File: config.mk
export PLATFORM = sky130hd
export DESIGN_NAME = div_unit
export DESIGN_NICKNAME = d
export VERILOG_FILES = /design/src/rtl/div_unit.sv
export SDC_FILE = /design/constraint.sdc
export NUM_CORES = 1
export LEC_CHECK = 0
export BUFFER_PORTS_ARGS = -buffer_cell sky130_fd_sc_hd__buf_4
export CORE_ASPECT_RATIO = 0.9
export CORE_UTILIZATION = 55
export CTS_CLUSTER_SIZE = 40
export DETAILED_ROUTE_END_ITERATION = 8
export PLACE_DENSITY = 0.8
export SLEW_MARGIN = 20
export SYNTH_ARGS = -nofsm -noshare
export SYNTH_HDL_FRONTEND = slang
export SYNTH_SLANG_ARGS = --single-unit
export TNS_END_PERCENT = 10
File: constraint.sdc
create_clock -name clk_i -period 14.1 [get_ports clk_i]
set_clock_uncertainty 0.1 [all_clocks]
set_input_delay 1.41 -clock clk_i [delete_from_list [all_inputs] [get_ports clk_i]]
set_output_delay 1.41 -clock clk_i [all_outputs]
set_load 0.005 [all_outputs]
File: src/rtl/div_unit.sv
// -----------------------------------------------------------------------------
// div_unit : multi-cycle radix-2 restoring divider for the EX stage (MIPS
//            DIV / DIVU). Quotient goes to LO, remainder to HI.
//
// Ports:
//   clk_i       clock, all state changes on the rising edge
//   rst_i       synchronous active-high reset
//   start_i     DIV/DIVU present in EX (held high by the stall until done)
//   signed_i    1 = DIV (two's complement), 0 = DIVU
//   dividend_i  rs operand, sampled at accept
//   divisor_i   rt operand, sampled at accept
//   annul_i     pipeline flush, cancels any operation
//   ok_o        EX may advance (controller's ex_ok), combinational
//   busy_o      an operation is in progress (BUSY or DONE)
//   quot_o      quotient (held until the next completion)
//   rem_o       remainder (held until the next completion)
//
// Optional feature: define DIV_ZERO_FAST_EN to complete a divide by zero
// in one cycle (accept -> DONE) instead of the full iteration sequence.
// -----------------------------------------------------------------------------
module div_unit #(
   parameter int WIDTH = 32,
   parameter int CNT_W = 6
) (
   input  logic             clk_i,
   input  logic             rst_i,
   input  logic             start_i,
   input  logic             signed_i,
   input  logic [WIDTH-1:0] dividend_i,
   input  logic [WIDTH-1:0] divisor_i,
   input  logic             annul_i,
   output logic             ok_o,
   output logic             busy_o,
   output logic [WIDTH-1:0] quot_o,
   output logic [WIDTH-1:0] rem_o
);

   typedef enum logic [1:0] {
      IDLE = 2'd0,
      BUSY = 2'd1,
      DONE = 2'd2
   } state_t;

   state_t           state;
   state_t           state_nxt;
   logic [CNT_W-1:0] cnt;
   logic [WIDTH-1:0] part;      // partial remainder
   logic [WIDTH-1:0] dvd;       // dividend bits shifting out, quotient bits shifting in
   logic [WIDTH-1:0] dvs;       // divisor magnitude
   logic             q_neg;
   logic             r_neg;

   logic             accept;
   logic             last_iter;
   logic             a_neg;
   logic             b_neg;
   logic [WIDTH-1:0] a_mag;
   logic [WIDTH-1:0] b_mag;
   logic [WIDTH:0]   sh;
   logic [WIDTH+1:0] diff;
   logic [WIDTH-1:0] part_nxt;
   logic [WIDTH-1:0] dvd_nxt;
   logic             div_zero;

   // Two's complement negation when neg is set, pass-through otherwise.
   function automatic logic [WIDTH-1:0] fixup(input logic [WIDTH-1:0] mag,
                                              input logic neg);
      return neg ? (~mag + {{(WIDTH-1){1'b0}}, 1'b1}) : mag;
   endfunction

   assign accept    = (state == IDLE) & start_i & ~annul_i;
   assign last_iter = (cnt == CNT_W'(WIDTH-1));
   assign busy_o    = (state != IDLE);
   assign ok_o      = annul_i | ~(((state == IDLE) & start_i) | (state == BUSY));

`ifdef DIV_ZERO_FAST_EN
   assign div_zero = (divisor_i == {WIDTH{1'b0}});
`else
   assign div_zero = 1'b0;
`endif

   // Operand sign extraction and magnitude conversion at accept.
   always_comb begin
      a_neg = signed_i & dividend_i[WIDTH-1];
      b_neg = signed_i & divisor_i[WIDTH-1];
      a_mag = fixup(dividend_i, a_neg);
      b_mag = fixup(divisor_i, b_neg);
   end

   // One restoring iteration: shift in the next dividend bit, trial-subtract
   // in WIDTH+2 bits so the top bit is a clean borrow flag.
   always_comb begin
      sh   = {part, dvd[WIDTH-1]};
      diff = {1'b0, sh} - {2'b00, dvs};
      if (!diff[WIDTH+1]) begin
         part_nxt = diff[WIDTH-1:0];
         dvd_nxt  = {dvd[WIDTH-2:0], 1'b1};
      end else begin
         part_nxt = sh[WIDTH-1:0];
         dvd_nxt  = {dvd[WIDTH-2:0], 1'b0};
      end
   end

   // State register.
   always_ff @(posedge clk_i) begin
      if (rst_i) begin
         state <= IDLE;
      end else begin
         state <= state_nxt;
      end
   end

   // Next-state logic; a flush always returns to IDLE.
   always_comb begin
      state_nxt = state;
      case (state)
         IDLE: begin
            if (accept) begin
               state_nxt = div_zero ? DONE : BUSY;
            end else begin
               state_nxt = IDLE;
            end
         end
         BUSY: begin
            if (last_iter) begin
               state_nxt = DONE;
            end else begin
               state_nxt = BUSY;
            end
         end
         DONE:    state_nxt = IDLE;
         default: state_nxt = IDLE;
      endcase
      if (annul_i) begin
         state_nxt = IDLE;
      end else begin
         state_nxt = state_nxt;
      end
   end

   // Datapath: operand capture, iteration, and result registration.
   always_ff @(posedge clk_i) begin
      if (rst_i) begin
         cnt    <= {CNT_W{1'b0}};
         part   <= {WIDTH{1'b0}};
         dvd    <= {WIDTH{1'b0}};
         dvs    <= {WIDTH{1'b0}};
         q_neg  <= 1'b0;
         r_neg  <= 1'b0;
         quot_o <= {WIDTH{1'b0}};
         rem_o  <= {WIDTH{1'b0}};
      end else if (accept) begin
         dvd   <= a_mag;
         dvs   <= b_mag;
         part  <= {WIDTH{1'b0}};
         cnt   <= {CNT_W{1'b0}};
         q_neg <= a_neg ^ b_neg;
         r_neg <= a_neg;
         // Fast divide-by-zero: magnitudes are all-ones / dividend.
         if (div_zero) begin
            quot_o <= fixup({WIDTH{1'b1}}, a_neg ^ b_neg);
            rem_o  <= fixup(a_mag, a_neg);
         end
      end else if ((state == BUSY) && !annul_i) begin
         part <= part_nxt;
         dvd  <= dvd_nxt;
         cnt  <= cnt + {{(CNT_W-1){1'b0}}, 1'b1};
         if (last_iter) begin
            quot_o <= fixup(dvd_nxt, q_neg);
            rem_o  <= fixup(part_nxt, r_neg);
         end
      end
   end

endmodule

==> summary.txt <==
Route
  – Detailed-route wire length: 30.6 mm
  – Wire length per cell: 16.9 um
  – First-pass iteration count of the detailed router: 6
  – Remaining antenna violation count: 0
  – Number of DRC markers after the initial detailed-route iteration: 1201
  – Remaining design rule violation count: 0
  – Vias: 11000
  – Detailed-route vias per instance: 6.04

Setup path
  – Maximum net fanout on the critical path: 51
  – Highest cell delay on the worst timing path: 0.49 ns
  – Element type at the critical path start: register
  – Worst endpoint data arrival time: 5.40 ns
  – Sum of buffers and inverters on the critical path: 1
  – Kind of capture point of the worst setup path: register
  – Worst path required time: 14.36 ns
  – Worst path most repeated cell: sky130_fd_sc_hd__ha_1
  – Slowest library cell on the worst path: sky130_fd_sc_hd__or4_1
  – Critical path's top delay family: simple AND/OR/NAND/NOR gates
  – Cells traversed along the worst timing path: ha_1 -> and4_1 -> and4b_1 -> o21ai_0 -> a31oi_2 -> or2_1 -> buf_4 -> mux2i_1 -> ha_1 -> nand2_1 -> or3_1 -> nor3_1 -> a21oi_1 -> nor4b_4 -> nand3_2 -> or4_1 -> a31oi_1
  – Worst setup path category: reg2reg

Global route
  – Overflow after GRT: 0
  – Wire length of the first global-routing pass: 47.9 mm
  – GRT Resource Usage Total: 0.286
  – Vias in the first global route: 9089
  – Pin count of the biggest net entering global routing: 96
  – Antenna violations before repair: 0

Outcome
  – Status: finished, final reports clean

Clock tree
  – CTS tree: done
  – Maximum buffer depth of the clock tree: 2
  – CTS HTree Levels: 4
  – Setup Fix Bufs, Post-CTS: 0
  – Count of cells resized by post-cts repair: 0
  – Cts-stage hold buffer count: 0
  – Number of CTS-inserted buffers: 17
  – Total number of clock tree sinks: 170
  – Post-CTS clock slew at the launch and capture registers of the worst setup and hold paths: 0.07 ns
  – Clock root buffer: sky130_fd_sc_hd__clkbuf_16
  – Clock Latency Late Sink: 0.44 ns

Synthesis
  – Cell count after synthesis: 1484
  – Leading register cell type out of synthesis: sky130_fd_sc_hd__dfxtp_1
  – Number of enable flip-flop cells after synthesis: 0
  – Number of distinct library cells after synthesis: 81
  – Share of cell area taken by muxes after synthesis: 0.0134
  – Syn Area/Cell: 7.60 um2
  – Mapped Nets: 1591
  – Cell area after synthesis: 11300 um2
  – Post-synthesis adder-cell area fraction: 0.0428
  – Register bit total from synthesis: 170
  – Most used standard cell by instance count after synthesis: sky130_fd_sc_hd__dfxtp_1
  – Fraction of synthesized cell area taken by the top area cell type: 0.302
  – Commonest cells post-synth: sky130_fd_sc_hd__dfxtp_1, sky130_fd_sc_hd__nor2_1, sky130_fd_sc_hd__nand2_1, sky130_fd_sc_hd__a21oi_1, sky130_fd_sc_hd__a211oi_1
  – Share of synthesized registers carrying an async set or reset: 0
  – Yosys warns: 0
  – Top area cells in the synthesized netlist: sky130_fd_sc_hd__dfxtp_1, sky130_fd_sc_hd__a21oi_1, sky130_fd_sc_hd__xor2_1, sky130_fd_sc_hd__nor2_1, sky130_fd_sc_hd__nand2_1
  – Share of the yosys chip area belonging to registers: 0.302
  – Library cell occupying the most area in the post-synthesis netlist: sky130_fd_sc_hd__dfxtp_1
  – Main combinational cell family by area after synthesis: compound AO/OA/AOI/OAI gates
  – Fraction of the mapped netlist area in compound gates: 0.262
  – Area share of and/or/nand/nor cells after synthesis: 0.227
  – Fraction of synthesized cell area in xor and xnor cells: 0.0971

Placement
  – Worst-case setup slack after placement: 9.05 ns
  – Half-perimeter wire length of the detailed placement result: 22.8 mm
  – Final weighted congestion in routability-driven placement: 0.908
  – Placed cell count: 1785
  – Number of port buffers: 134

Power
  – Sequential share of power: 0.368
  – Pint: 0.910 mW
  – Cell area power density: 108 nW/um2
  – Leakage power summed over all cells: 4.89 nW
  – Worst IR Drop VDD: 0.0723 mV
  – Total chip power: 1.39 mW
  – Switch share: 0.347
  – Combinational fraction of design power: 0.286
  – Clock network power share: 0.346
  – Net switching power of the design: 0.483 mW

STA
  – Shortest clock period the worst path allows after layout: 5.14 ns
  – Highest clock frequency the design can meet: 194 MHz
  – Final clock period utilization by the worst path: 0.365
  – Total negative setup slack: 0 ns
  – Remaining max-slew budget at the tightest pin: 0.325
  – Final hold vios: 0
  – Worst slew pin tran: 1.01 ns
  – Setup repair after global routing missed its margin: false
  – Count of pins over their slew limit: 0
  – Final setup violation count: 0
  – Final setup slack of the worst path: 8.96 ns

Layout
  – Number of standard cells in the final layout excluding fillers: 1817
  – Area taken by multi-input logic gates: 7260 um2
  – Number of nets in the final layout: 1656
  – Register Area: 3400 um2
  – Area growth syn-to-layout: 14.0%
  – Fill cell count: 1763
  – Final cell utilization of the core: 0.642
  – Fraction of final layout cells sized beyond drive strength 1: 0.136
  – Inserted Diodes: 0

Die
  – Full die area: 21100 um2
  – Die extent in x: 153 um
  – Area inside the core boundary: 20000 um2
  – Effective utilization at floorplan: 0.563
  – Site Rows: 49
  – # IOs: 135
  – Die outline height: 138 um

Run
  – Max_cap viols: 0

Hold path
  – Path category of the worst min-delay check: reg2reg
[tightest hold or removal path, cell delays in order (launching register included)]
cell and delay [ns]:
sky130_fd_sc_hd__dfxtp_1 0.31, sky130_fd_sc_hd__nand2_1 0.05, sky130_fd_sc_hd__o21ai_1 0.05
[cell type report]
class / instances / area share
inverters: 55 / 0.0161
repair buffers: 143 / 0.0835
clock buffers: 18 / 0.0341
flip-flops and latches: 170 / 0.265
multi-input cells: 1162 / 0.565
well taps: 255 / 0.0248
clock inverters: 14 / 0.0123
[layer usage]
layer	GRT usage	vias up	share of wire
li1	-	5493	-
met1	0.457	4990	0.51
met2	0.377	464	0.39
met3	0.0525	28	0.095
met4	0.0741	0	0.011
met5	0	-	0
[power by group through the flow]
stage | sequential [mW] | clock (mW) | combinational (mW)
4_1_cts | 0.512 | 0.487 | 0.390
6_report | 0.513 | 0.482 | 0.398
2_1_floorplan | 0.515 | 0 | 0.294
5_1_grt | 0.514 | 0.508 | 0.434
3_5_place_dp | 0.523 | 0 | 0.387
3_3_place_gp | 0.522 | 0 | 0.383
[through the flow]
stage | instance area [um2] | hold WS [ns]
2_1_floorplan | 11300 | 0.332
3_3_place_gp | 12300 | 0.339
3_5_place_dp | 12300 | 0.342
4_1_cts | 12900 | 0.351
5_1_grt | 12900 | 0.367
6_report | 12900 | 0.351
[cells by family after synthesis]
group,Yosys count
buf+inv,152
flops,170
xor+xnor,125
mux,15
simple gates,534
compound gates,450
fa+ha+maj,38
[layout by cell type (no fill, tap or decap), types with 22 or more instances in the layout]
cell | Yosys | routed
sky130_fd_sc_hd__a211oi_1 | 82 | 82
sky130_fd_sc_hd__a21oi_1 | 147 | 147
sky130_fd_sc_hd__a22oi_1 | 33 | 33
sky130_fd_sc_hd__buf_4 | 1 | 143
sky130_fd_sc_hd__dfxtp_1 | 170 | 170
sky130_fd_sc_hd__ha_1 | 37 | 37
sky130_fd_sc_hd__inv_1 | 53 | 53
sky130_fd_sc_hd__nand2_1 | 165 | 165
sky130_fd_sc_hd__nand3_1 | 22 | 22
sky130_fd_sc_hd__nor2_1 | 167 | 166
sky130_fd_sc_hd__nor3_1 | 40 | 39
sky130_fd_sc_hd__o21ai_0 | 64 | 64
sky130_fd_sc_hd__o31ai_1 | 22 | 22
sky130_fd_sc_hd__or3_1 | 25 | 25
sky130_fd_sc_hd__xnor2_1 | 47 | 47
sky130_fd_sc_hd__xor2_1 | 78 | 78
[flip-flops by register name (all words and copies together) (netlist names)]
register  cells
dvd          32
dvs          32
part         32
quot_o       32
rem_o        32
cnt           6
state         2
q_neg         1
r_neg         1
[path summary, 6_finish.rpt]
kind	end	slack [ns]	cells past startpoint	start
max	rem_o[24]	8.96	17	part[16]
min	rem_o[28]	0.35	2	rem_o[28]
max reg2reg	rem_o[24]	8.96	17	part[16]
min reg2reg	rem_o[28]	0.35	2	rem_o[28]
(Power assumes the default switching activity.)
